`config.mk`:
```
export PLATFORM = sky130hd
export DESIGN_NAME = tele_frame_sequencer_flat
export DESIGN_NICKNAME = d
export VERILOG_FILES = /design/src/rtl/tele_pkg.sv /design/src/rtl/tele_frame_sequencer_if.sv /design/src/rtl/tele_phase_timer.sv /design/src/rtl/tele_frame_sequencer.sv /design/src/flat_wrapper.sv
export SDC_FILE = /design/constraint.sdc
export NUM_CORES = 1
export LEC_CHECK = 0
export ABC_AREA = 1
export BUFFER_PORTS_ARGS = -buffer_cell sky130_fd_sc_hd__buf_2
export CORE_ASPECT_RATIO = 0.8
export CORE_MARGIN = 2
export CORE_UTILIZATION = 57
export CTS_CLUSTER_SIZE = 40
export DETAILED_ROUTE_END_ITERATION = 8
export PLACE_DENSITY = 0.86
export SLEW_MARGIN = 20
export SYNTH_ARGS = -nofsm -noshare
export SYNTH_HDL_FRONTEND = slang
export SYNTH_SLANG_ARGS = --single-unit
```
`constraint.sdc`:
```
create_clock -name clk -period 2.6 [get_ports clk]
set_input_delay 0.39 -clock clk [delete_from_list [all_inputs] [get_ports clk]]
set_output_delay 0.39 -clock clk [all_outputs]
set_load 0.1 [all_outputs]
```
`src/rtl/tele_pkg.sv`:
```
// Shared types and constants for the telegram frame sequencer.
package tele_pkg;

   localparam int FRAME_BYTES = 10;

   localparam int IDX_TELE   = 0;
   localparam int IDX_REP    = 1;
   localparam int IDX_HIGH_H = 2;
   localparam int IDX_HIGH_L = 3;
   localparam int IDX_LOW_H  = 4;
   localparam int IDX_LOW_L  = 5;
   localparam int IDX_IMP_H  = 6;
   localparam int IDX_IMP_L  = 7;
   localparam int IDX_STOP_H = 8;
   localparam int IDX_STOP_L = 9;

   typedef enum logic [2:0] {
      ST_IDLE,
      ST_IMP,
      ST_GAP,
      ST_STOP_IMP,
      ST_STOP_GAP
   } tele_state_t;

   typedef struct packed {
      logic [7:0]  tele;
      logic [7:0]  rep_no;
      logic [15:0] t_high;
      logic [15:0] t_low;
      logic [15:0] t_imp;
      logic [15:0] t_stop;
   } tele_frame_t;

   typedef logic [FRAME_BYTES-1:0][7:0] tele_bytes_t;

   // Byte index = arrival order; 16-bit fields arrive MSB first.
   function automatic tele_frame_t unpack_frame(input tele_bytes_t b);
      tele_frame_t f;
      f.tele   = b[IDX_TELE];
      f.rep_no = b[IDX_REP];
      f.t_high = {b[IDX_HIGH_H], b[IDX_HIGH_L]};
      f.t_low  = {b[IDX_LOW_H],  b[IDX_LOW_L]};
      f.t_imp  = {b[IDX_IMP_H],  b[IDX_IMP_L]};
      f.t_stop = {b[IDX_STOP_H], b[IDX_STOP_L]};
      return f;
   endfunction

endpackage

```
`src/rtl/tele_frame_sequencer_if.sv`:
```
// Byte stream from the upstream UART receiver into the sequencer.
interface tele_frame_sequencer_if;
   logic       rx_valid;
   logic [7:0] rx_byte;

   modport master (output rx_valid, output rx_byte);
   modport slave  (input  rx_valid, input  rx_byte);
endinterface

```
`src/rtl/tele_phase_timer.sv`:
```
// Loadable phase down-counter with prescaler. A load of duration D
// (0 treated as 1) produces a one-cycle o_expire pulse in the last of
// D*PRESCALE cycles, so a reload on that edge gives back-to-back phases.
module tele_phase_timer #(
   parameter int CNT_W    = 16,
   parameter int PRESCALE = 1
) (
   input  logic             clk,
   input  logic             rst_n,
   input  logic             i_load,
   input  logic [CNT_W-1:0] i_dur,
   output logic             o_expire
);

   localparam int             PW     = (PRESCALE > 1) ? $clog2(PRESCALE) : 1;
   localparam logic [PW-1:0]  PRE_TC = PW'(PRESCALE - 1);

   logic [CNT_W-1:0] r_cnt;
   logic [PW-1:0]    r_pre;
   logic             r_active;

   assign o_expire = r_active && (r_cnt == '0) && (r_pre == '0);

   // Unit counter steps once per PRESCALE clocks; load overrides expiry.
   always_ff @(posedge clk or negedge rst_n) begin
      if (!rst_n) begin
         r_cnt    <= '0;
         r_pre    <= '0;
         r_active <= 1'b0;
      end else if (i_load) begin
         r_cnt    <= (i_dur == '0) ? '0 : i_dur - 1'b1;
         r_pre    <= PRE_TC;
         r_active <= 1'b1;
      end else if (o_expire) begin
         r_active <= 1'b0;
      end else if (r_active) begin
         if (r_pre == '0) begin
            r_pre <= PRE_TC;
            r_cnt <= r_cnt - 1'b1;
         end else begin
            r_pre <= r_pre - 1'b1;
         end
      end
   end

endmodule

```
`src/rtl/tele_frame_sequencer.sv`:
```
// Telegram frame sequencer: loads a 10-byte frame and replays it as a
// pulse waveform rep_no times. Optional macro TELE_SHADOW_BUF_EN adds a
// shadow frame buffer that fills during playback and chains on completion.
//
//  state       | meaning
//  ST_IDLE     | waiting for a frame, or launching a latched one
//  ST_IMP      | bit impulse, pulse_out high for t_imp
//  ST_GAP      | bit gap, low for t_high (bit=1) or t_low (bit=0)
//  ST_STOP_IMP | stop impulse, high for t_imp
//  ST_STOP_GAP | stop gap, low for t_stop; ends one repetition
module tele_frame_sequencer
   import tele_pkg::*;
#(
   parameter int CNT_W    = 16,
   parameter int PRESCALE = 1
) (
   input  logic                   clk,
   input  logic                   rst_n,
   tele_frame_sequencer_if.slave  rx,
   output logic                   pulse_out,
   output logic                   busy,
   output logic [3:0]             byte_count,
   output logic [7:0]             rep_count,
   output logic                   frame_done
);

   tele_bytes_t      r_bytes;
   logic [3:0]       r_byte_cnt;
   logic             r_start;
   tele_state_t      r_state, w_state_n;
   logic [2:0]       r_bit, w_bit_n;
   logic             r_busy, w_busy_n;
   logic [7:0]       r_rep_cnt, w_rep_n;
   logic             r_done, w_done_n;
   logic             w_load;
   logic [CNT_W-1:0] w_dur;
   logic             w_expire;
   logic             w_accept;
   logic             w_launch;
   logic             w_end;
   logic             w_sh_full;
   tele_frame_t      w_cfg;

   assign w_cfg    = unpack_frame(r_bytes);
   assign w_accept = rx.rx_valid && !r_busy && !r_start;
   assign w_launch = (r_state == ST_IDLE) && r_start;
   assign w_end    = (r_state == ST_STOP_GAP) && w_expire &&
                     ((r_rep_cnt + 8'd1) == w_cfg.rep_no);

`ifdef TELE_SHADOW_BUF_EN
   tele_bytes_t r_sh_bytes;
   logic [3:0]  r_sh_cnt;
   logic        w_xfer;
   logic        w_sh_accept;

   assign w_sh_full   = (r_sh_cnt == 4'(FRAME_BYTES));
   assign w_xfer      = w_end && w_sh_full;
   assign w_sh_accept = rx.rx_valid && r_busy && !w_sh_full;
   assign byte_count  = r_busy ? r_sh_cnt : r_byte_cnt;

   // Shadow frame fills only while a playback is running.
   always_ff @(posedge clk or negedge rst_n) begin
      if (!rst_n) begin
         r_sh_bytes <= '0;
         r_sh_cnt   <= '0;
      end else if (w_xfer) begin
         r_sh_cnt <= '0;
      end else if (w_sh_accept) begin
         r_sh_bytes[r_sh_cnt] <= rx.rx_byte;
         r_sh_cnt             <= r_sh_cnt + 1'b1;
      end
   end
`else
   assign w_sh_full  = 1'b0;
   assign byte_count = r_byte_cnt;
`endif

   // Active frame loader; the 10th byte arms a launch for the next cycle.
   always_ff @(posedge clk or negedge rst_n) begin
      if (!rst_n) begin
         r_bytes    <= '0;
         r_byte_cnt <= '0;
         r_start    <= 1'b0;
      end else if (w_accept) begin
         r_bytes[r_byte_cnt] <= rx.rx_byte;
         r_byte_cnt          <= r_byte_cnt + 1'b1;
         if (r_byte_cnt == 4'(FRAME_BYTES - 1)) r_start <= 1'b1;
      end else if (w_launch) begin
         r_byte_cnt <= '0;
         r_start    <= 1'b0;
`ifdef TELE_SHADOW_BUF_EN
      end else if (w_xfer) begin
         r_bytes <= r_sh_bytes;
         r_start <= 1'b1;
`endif
      end
   end

   tele_phase_timer #(.CNT_W(CNT_W), .PRESCALE(PRESCALE)) u_timer (
      .clk      (clk),
      .rst_n    (rst_n),
      .i_load   (w_load),
      .i_dur    (w_dur),
      .o_expire (w_expire)
   );

   // Playback state register and status flags.
   always_ff @(posedge clk or negedge rst_n) begin
      if (!rst_n) begin
         r_state   <= ST_IDLE;
         r_bit     <= '0;
         r_busy    <= 1'b0;
         r_rep_cnt <= '0;
         r_done    <= 1'b0;
      end else begin
         r_state   <= w_state_n;
         r_bit     <= w_bit_n;
         r_busy    <= w_busy_n;
         r_rep_cnt <= w_rep_n;
         r_done    <= w_done_n;
      end
   end

   // Phase sequencing: each phase expiry loads the next phase duration.
   always_comb begin
      w_state_n = r_state;
      w_bit_n   = r_bit;
      w_busy_n  = r_busy;
      w_rep_n   = r_rep_cnt;
      w_done_n  = 1'b0;
      w_load    = 1'b0;
      w_dur     = CNT_W'(w_cfg.t_imp);
      if (w_accept && (r_byte_cnt == '0)) w_rep_n = '0;
      unique case (r_state)
         ST_IDLE: begin
            if (r_start) begin
               w_rep_n = '0;
               if (w_cfg.rep_no == '0) begin
                  w_done_n = 1'b1;
                  w_busy_n = 1'b0;
               end else begin
                  w_state_n = ST_IMP;
                  w_bit_n   = 3'd7;
                  w_busy_n  = 1'b1;
                  w_load    = 1'b1;
               end
            end
         end
         ST_IMP: begin
            if (w_expire) begin
               w_state_n = ST_GAP;
               w_load    = 1'b1;
               w_dur     = w_cfg.tele[r_bit] ? CNT_W'(w_cfg.t_high) : CNT_W'(w_cfg.t_low);
            end
         end
         ST_GAP: begin
            if (w_expire) begin
               w_load = 1'b1;
               if (r_bit == '0) begin
                  w_state_n = ST_STOP_IMP;
               end else begin
                  w_state_n = ST_IMP;
                  w_bit_n   = r_bit - 1'b1;
               end
            end
         end
         ST_STOP_IMP: begin
            if (w_expire) begin
               w_state_n = ST_STOP_GAP;
               w_load    = 1'b1;
               w_dur     = CNT_W'(w_cfg.t_stop);
            end
         end
         ST_STOP_GAP: begin
            if (w_expire) begin
               w_rep_n = r_rep_cnt + 8'd1;
               if (w_end) begin
                  w_state_n = ST_IDLE;
                  w_done_n  = 1'b1;
                  w_busy_n  = w_sh_full;
               end else begin
                  w_state_n = ST_IMP;
                  w_bit_n   = 3'd7;
                  w_load    = 1'b1;
               end
            end
         end
         default: w_state_n = ST_IDLE;
      endcase
   end

   assign pulse_out  = (r_state == ST_IMP) || (r_state == ST_STOP_IMP);
   assign busy       = r_busy;
   assign rep_count  = r_rep_cnt;
   assign frame_done = r_done;

endmodule

```
`src/flat_wrapper.sv`:
```
// flat-port wrapper written by rule: the top's interface ports become plain ports
module tele_frame_sequencer_flat import tele_pkg::*;
#(
   parameter int CNT_W    = 16,
   parameter int PRESCALE = 1
)
  (clk, rst_n, pulse_out, busy, byte_count, rep_count, frame_done, rx_rx_valid, rx_rx_byte);
  tele_frame_sequencer_if rx_i ();
  input  logic clk;
  input  logic rst_n;
  output logic pulse_out;
  output logic busy;
  output logic [3:0] byte_count;
  output logic [7:0] rep_count;
  output logic frame_done;
  input wire logic [$bits(rx_i.rx_valid)-1:0] rx_rx_valid;
  input wire logic [$bits(rx_i.rx_byte)-1:0] rx_rx_byte;
  assign rx_i.rx_valid = rx_rx_valid;
  assign rx_i.rx_byte = rx_rx_byte;
  tele_frame_sequencer #(.CNT_W(CNT_W), .PRESCALE(PRESCALE)) u_core (.clk(clk), .rst_n(rst_n), .rx(rx_i), .pulse_out(pulse_out), .busy(busy), .byte_count(byte_count), .rep_count(rep_count), .frame_done(frame_done));
endmodule
```
# Word-level counts from Yosys, hierarchy flattened
# Cells that the tools add are included.
op_classes:
  n_addsub: 6
  magnitude_cmp: 3
  eq_ne: 18
  mux: 60
  n_bitwise: 1
  n_reduce_logical: 30
ops:
  columns: ["op", "n"]
  rows:
  - ["two-way mux 16 bit", 8]
  - ["bitwise mux 80 bit", 1]
  - ["two-way mux 3 bit", 12]
  - ["demux 8 bit (select 4 bit)", 1]
  - ["logical NOT 16 bit", 2]
  - ["two-way mux 8 bit", 4]
  - ["case mux 16 bit (2 select lines)", 1]
  - ["subtractor 16 x 1 -> 16 bit (second input constant)", 2]
  - ["two-way mux 1 bit", 23]
  - ["case mux 8 bit (2 select lines)", 1]
  - ["case mux 3 bit (5 select lines)", 1]
  - ["inequality test 2 x 1 -> 1 bit (second input constant)", 6]
  - ["inequality test 2 bit (second input constant)", 6]
  - ["logical AND 1 bit", 9]
  - ["case mux 3 bit (3 select lines)", 1]
  - ["adder 8 x 1 -> 8 bit (second input constant)", 1]
  - ["equality test 8 bit", 1]
  - ["logical NOT 8 bit", 1]
  - ["two-way mux 4 bit", 2]
  - ["nonzero test 2 bit", 4]
  - ["AND reduction 7 bit", 1]
  - ["equality test 3 x 2 -> 1 bit (second input constant)", 2]
  - ["logical NOT 3 bit", 2]
  - ["AND reduction 6 bit", 1]
  - ["22 further kinds", 25]
totals:
  ff_bits: 119
  inputBits: 11
  output_inout_bits: 15
  word_cells: 138

# Depth between registers and ports, before layout
depth:
  depth_word: 10
  mapped_depth: 21
  mapped_depth_nobuf: 20

# Modules after synthesis
# A second synthesis with hierarchy kept.
hier_totals:
  cells_unflattened: 963
  hier_area_um2: 7089.3
modules_own_cells:
  columns: ["mod", "n_inst", "cells_per_inst", "area_per_inst_um2", "seq_area_each_um2"]
  rows:
  - ["tele_frame_sequencer", 1, 679, 5430.2, 2527.4]
  - ["tele_phase_timer", 1, 284, 1659.1, 425.4]

# Worst setup path before layout
# No wires, ideal clock.
synth_timing:
  path_type: "reg2reg"
  startpoint: "register u_core.r_state[2]"
  endpoint: "register u_core.u_timer.r_cnt[1]"
  setup_time_ns: 0.119
  arrival_time_ns: 2.998
  t_required_ns: 2.481
  path_slack_ns: -0.516
  stages_incl_launch_ff: 14
  path_buffers: 1
  synth_period_minus_slack_ns: 3.116
  cell_sequence: "dfrtp_1 nor2_4 clkbuf_1 a21oi_1 a21oi_2 ha_1 inv_1 nor2_1 nand2_2 nor2_4 nand2_1 nand2_2 nor2_1 o21a_1"
synth_between:
  elab_chain_len: 8
  word_cells_on_any_way: 20
  classes_between: "add/sub: 1; eq/ne: 6; mux: 6; reduce/logical: 7"
synth_lines:
  columns: ["element", "line_no", "source"]
  rows:
  - ["start, declared", "tele_frame_sequencer.sv:30", "tele_state_t r_state, w_state_n;"]
  - ["start signal, assigned", "tele_frame_sequencer.sv:116", "r_state <= w_state_n;"]
  - ["branches (longest 8 deep; another with subtractor 16 x 1 -> 16 bit)", null, null]
  - ["end signal, assigned", "tele_phase_timer.sv:31", "r_cnt <= (i_dur == '0) ? '0 : i_dur - 1'b1;"]
  - ["end signal, assigned", "tele_phase_timer.sv:39", "r_cnt <= r_cnt - 1'b1;"]
  - ["end, declared", "tele_phase_timer.sv:18", "logic [CNT_W-1:0] r_cnt;"]
# Parallel ways; which one is timed is not known.
# A chain may end at the register's enable or synchronous reset.

# Worst setup path in the final report
layout_timing:
  startpoint: "register u_core.u_timer.r_cnt[0]"
  endpoint: "register u_core.u_timer.r_cnt[1]"
layout_between:
  elab_chain_len: 10
  word_cells_on_any_way: 24
  classes_between: "add/sub: 2; eq/ne: 2; mux: 12; reduce/logical: 8"
layout_lines:
  columns: ["element"]
  rows:
  - ["branches (longest 10 deep; another with subtractor 16 x 1 -> 16 bit)"]
# Parallel ways; which one is timed is not known. The select of a mux whose other input is x is not followed.

==> metrics.cfg <==
[power]
power_leakage_nw=3.951
power_frac_seq_pct=27.9
pwr_density_cell_nw_per_um2=1346
internal_power_component_w=0.006167
vdd_ir_drop_max_mv=1.005
p_sw_w=0.005317
p_comb_share_pct=52.8
net_switching_fraction_of_the_power_pct=46.30
part_of_the_total_power_dissipated_in_the_clock_network_pct=19.3
totalPowerFinal_w=0.01148

[placement]
gp_routability_congestion=0.9657
pre_cts_ws_ns=-0.08183
port_buffers=25
number_of_instances_in_the_placed_design=1140
dp.final_hpwl_um=13180

[worst_setup_path]
critical_path.cell_chain=inv_2, ha_4, nand2_2, nor2_4, nand3_4, buf_6, nand2_1, o21ai_1, a21oi_2, nand2_2, nor2_1, nand2_1, nor2_4, nand2_1, nand2_2, nor2_1, o21a_1
critical-path-max-stage-delay_ns=0.40
path_max_fanout=14
worst_r2r_startpoint=u_core.u_timer.r_cnt[0]
critPathRequiredTime_ns=2.90
critical_path.slowest_cell=dfrtp_1
regToRegEndpoint=u_core.u_timer.r_cnt[1]
crit_type=register to register
worst-r2r-cell-count=17
arrival_time_reported_for_the_critical_path_endpoint_ns=2.89
top_delay_family_on_crit_path=simple AND/OR/NAND/NOR gates
reg2reg_slack_ns=0.009
cp-start-kind=register
critPathCaptureType=register
path_buf_inv=2

[logic_synthesis]
netlist_area_um2=6945
fraction_of_synthesized_cell_area_taken_by_the_top_area_cell_type_pct=42.51
yosys.area.top_type=dfrtp_1
ys_top_cells_by_area=dfrtp_1, nand2_1, o21ai_0, inv_1, nor2_1
yosysWarnings=0
count_of_flip_flops_with_a_built_in_enable_after_synthesis=0
synth_seq_area_share_pct=42.51
synth.lib_cells_used.distinct=40
synth-seq-cells=118
post_synthesis_cells=944
net_count_after_synthesis=965
async_s_r_ff_share_synth_pct=100.0
postSynthAreaPerCell_um2=7.357
ys.flop_type=dfrtp_1

[clock_tree]
clk-insertion-delay-late_ns=0.42
cts.path.max_buffers=2
tritoncts.num_buffers=17
clkSlewWorstSetupHoldPaths_ns=0.06
cts_max_level=4
clkSinkCount=118
root_buffer=clkbuf_16
cts_tree=built

[sta]
post-route-min-period_ns=2.591
finalSetupViolCount=0
tightestPinTransition_ns=0.6358
maxSlewViolCount=0
slew_headroom_pct=57.49
rsz_0062_raised_after_global_routing=yes
fmaxAchievable_ghz=0.3860
final_critical_path_setup_slack_ns=0.009104
finalClockSkew_ns=0.01047
final-hold-violation-count=0
fin_crit_sh_pct=99.65

[outcome]
result_of_the_run=finished clean

[finish]
layout-area-overhead-vs-synth_pct=22.86
numnets_final=1054
finish.cell_count_without_fillers=1198
antenna-diode-count=0
post_route_cells_drive_above_1_share_pct=22.94
num-fill-cells=838

[drt]
drtPass1Iterations=6
routed_wl_um=20310
detail_route.wl_per_cell_um=16.95
post-route-drc-count=0
antenna_violating_nets_post_route=0
detail_route.iter0.violations=643
vias=6990
route.detailed.vias_per_inst=5.835

[floorplanning]
initial_utilization_pct=57.75
fp-row-count=36
die-area_um2=13090
chipHeight_um=102.7
die_w_um=127.4
placeableCoreArea_um2=12030
boundaryPins=26

[grt]
grt_max_degree=57
global_route_congestion_overflow_total=0
initial_antenna_violation_count=0
global_route.usage.total_pct=30.00
grt_pass1_vias=6251
grt_first_pass_wirelength_um=30220

[run]
timing.max_cap.violations=0

[hold_path]
worstHoldPathType=input pin to register
hold-path-cell-count=3
hold_path.startpoint=rx_rx_byte[6]
min_delay_worst_endpoint=u_core.r_bytes[54]

-- state kept, by name, indices dropped and copies added (netlist names) --
signal,flops
u_core.busy,1
u_core.byte_count,4
u_core.frame_done,1
u_core.r_bit,3
u_core.r_bytes,80
u_core.r_start,1
u_core.r_state,3
u_core.rep_count,8
u_core.u_timer.r_active,1
u_core.u_timer.r_cnt,16
-- tightest hold or removal path: cells and delay by family --
kind	cells	cell delay [ns]
and+or+nand+nor	1	0.06
buffers and inverters	1	0.15
AOI/OAI and AO/OA	1	0.06
-- layout by cell type (no fill, tap or decap), drive strengths merged, types with 4 or more instances in the layout --
master    count
nand3        55
nand4         8
o22ai         5
a21oi        52
inv         119
clkinvlp      4
nand2       258
xor2         12
dfrtp       118
nand3b       17
o31ai         4
o21ai       119
nor3          7
xnor2         7
clkbuf       24
ha           10
nor2        115
buf          93
-- what timing repair did --
item,4_1_cts,5_1_grt
hold buffers,1,0
endpoints found under the setup margin,16,18
cloned,0,1
buffers inserted,3,21
endpoints found under the hold margin,38,0
resized for setup,3,78
pin swaps,5,23
-- per-layer routing --
metal | vias up | track usage [%] | part of all wire (%)
li1 | 3220 | - | -
met4 | 0 | 12.00 | 2.7
met5 | - | 0 | 0
met1 | 3283 | 40.73 | 40
met3 | 60 | 5.916 | 9.8
met2 | 427 | 48.09 | 48
-- cells by family after synthesis --
| kind of cell | share of synthesized area (%) |
|---|---|
| AO/OA/AOI/OAI | 14.56 |
| XOR/XNOR | 2.396 |
| adder cells (fa/ha/maj) | 1.801 |
| buffers and inverters | 8.377 |
| flip-flops | 42.51 |
| AND/OR/NAND/NOR | 30.36 |
-- layout make-up --
class | instances | area (um^2) | share of cell area (%)
Clock buffer | 24 | 481.7 | 5.645
Sequential cell | 118 | 2967 | 34.77
Inverter | 119 | 449.2 | 5.264
Clock inverter | 8 | 75.07 | 0.8798
Tap cell | 152 | 190.2 | 2.229
Timing Repair Buffer | 94 | 715.7 | 8.387
Multi-Input combinational cell | 683 | 3655 | 42.83
-- synth_stat cells, types with 2 or more instances --
master,instances
o22ai_1,5
nand3b_1,16
or2_2,3
o21ai_0,104
nor4_1,2
inv_2,4
a21oi_1,46
dfrtp_1,118
nor2_4,10
a31oi_1,2
ha_1,10
o31ai_1,4
a211oi_1,2
a21oi_2,5
buf_6,4
nand2_1,244
o21bai_1,2
nor2_2,9
nand2_2,14
xor2_1,12
nand4_1,8
buf_4,2
inv_1,114
nor3_1,6
clkbuf_1,12
nor2_1,96
nand3_1,50
buf_2,6
nand3_2,4
xnor2_1,7
o21ai_1,14
-- metrics by stage --
step	hold WS (ns)	instance area [um^2]	utilization [%]	TNS, ns
finish	0.2923	8533	70.95	0
global route	0.2849	8533	70.95	-3.041
CTS	0.2781	8105	67.39	0
detailed placement	0.4110	7491	62.29	-0.2186
global placement	0.4110	7491	62.29	0
floorplan	0.09441	6957	-	0
-- worst max path at each step --
stage / depth (start not counted) / end / startpoint / slack [ns]
after floorplan: 20 / u_core.u_timer.r_cnt[1] / u_core.u_timer.r_cnt[0] / 0.007
after detailed placement: 17 / u_core.u_timer.r_cnt[9] / u_core.u_timer.r_cnt[1] / -0.08
final: 17 / u_core.u_timer.r_cnt[1] / u_core.u_timer.r_cnt[0] / 0.009
after global placement: 17 / u_core.u_timer.r_cnt[9] / u_core.u_timer.r_cnt[0] / 0.02
after global routing: 19 / u_core.u_timer.r_cnt[14] / u_core.u_timer.r_cnt[0] / -0.27
after CTS: 17 / u_core.u_timer.r_cnt[9] / u_core.u_timer.r_cnt[0] / 0.002
-- power groups by stage --
stage	Clock, W	Sequential, W	Combinational (W)
final	0.00222	0.00320	0.00607
after global routing	0.00231	0.00328	0.00663
after CTS	0.00222	0.00315	0.00525
after detailed placement	0	0.00317	0.00510
after global placement	0	0.00312	0.00494
after floorplan	0	0.00334	0.00352
(Power assumes the default switching activity.)
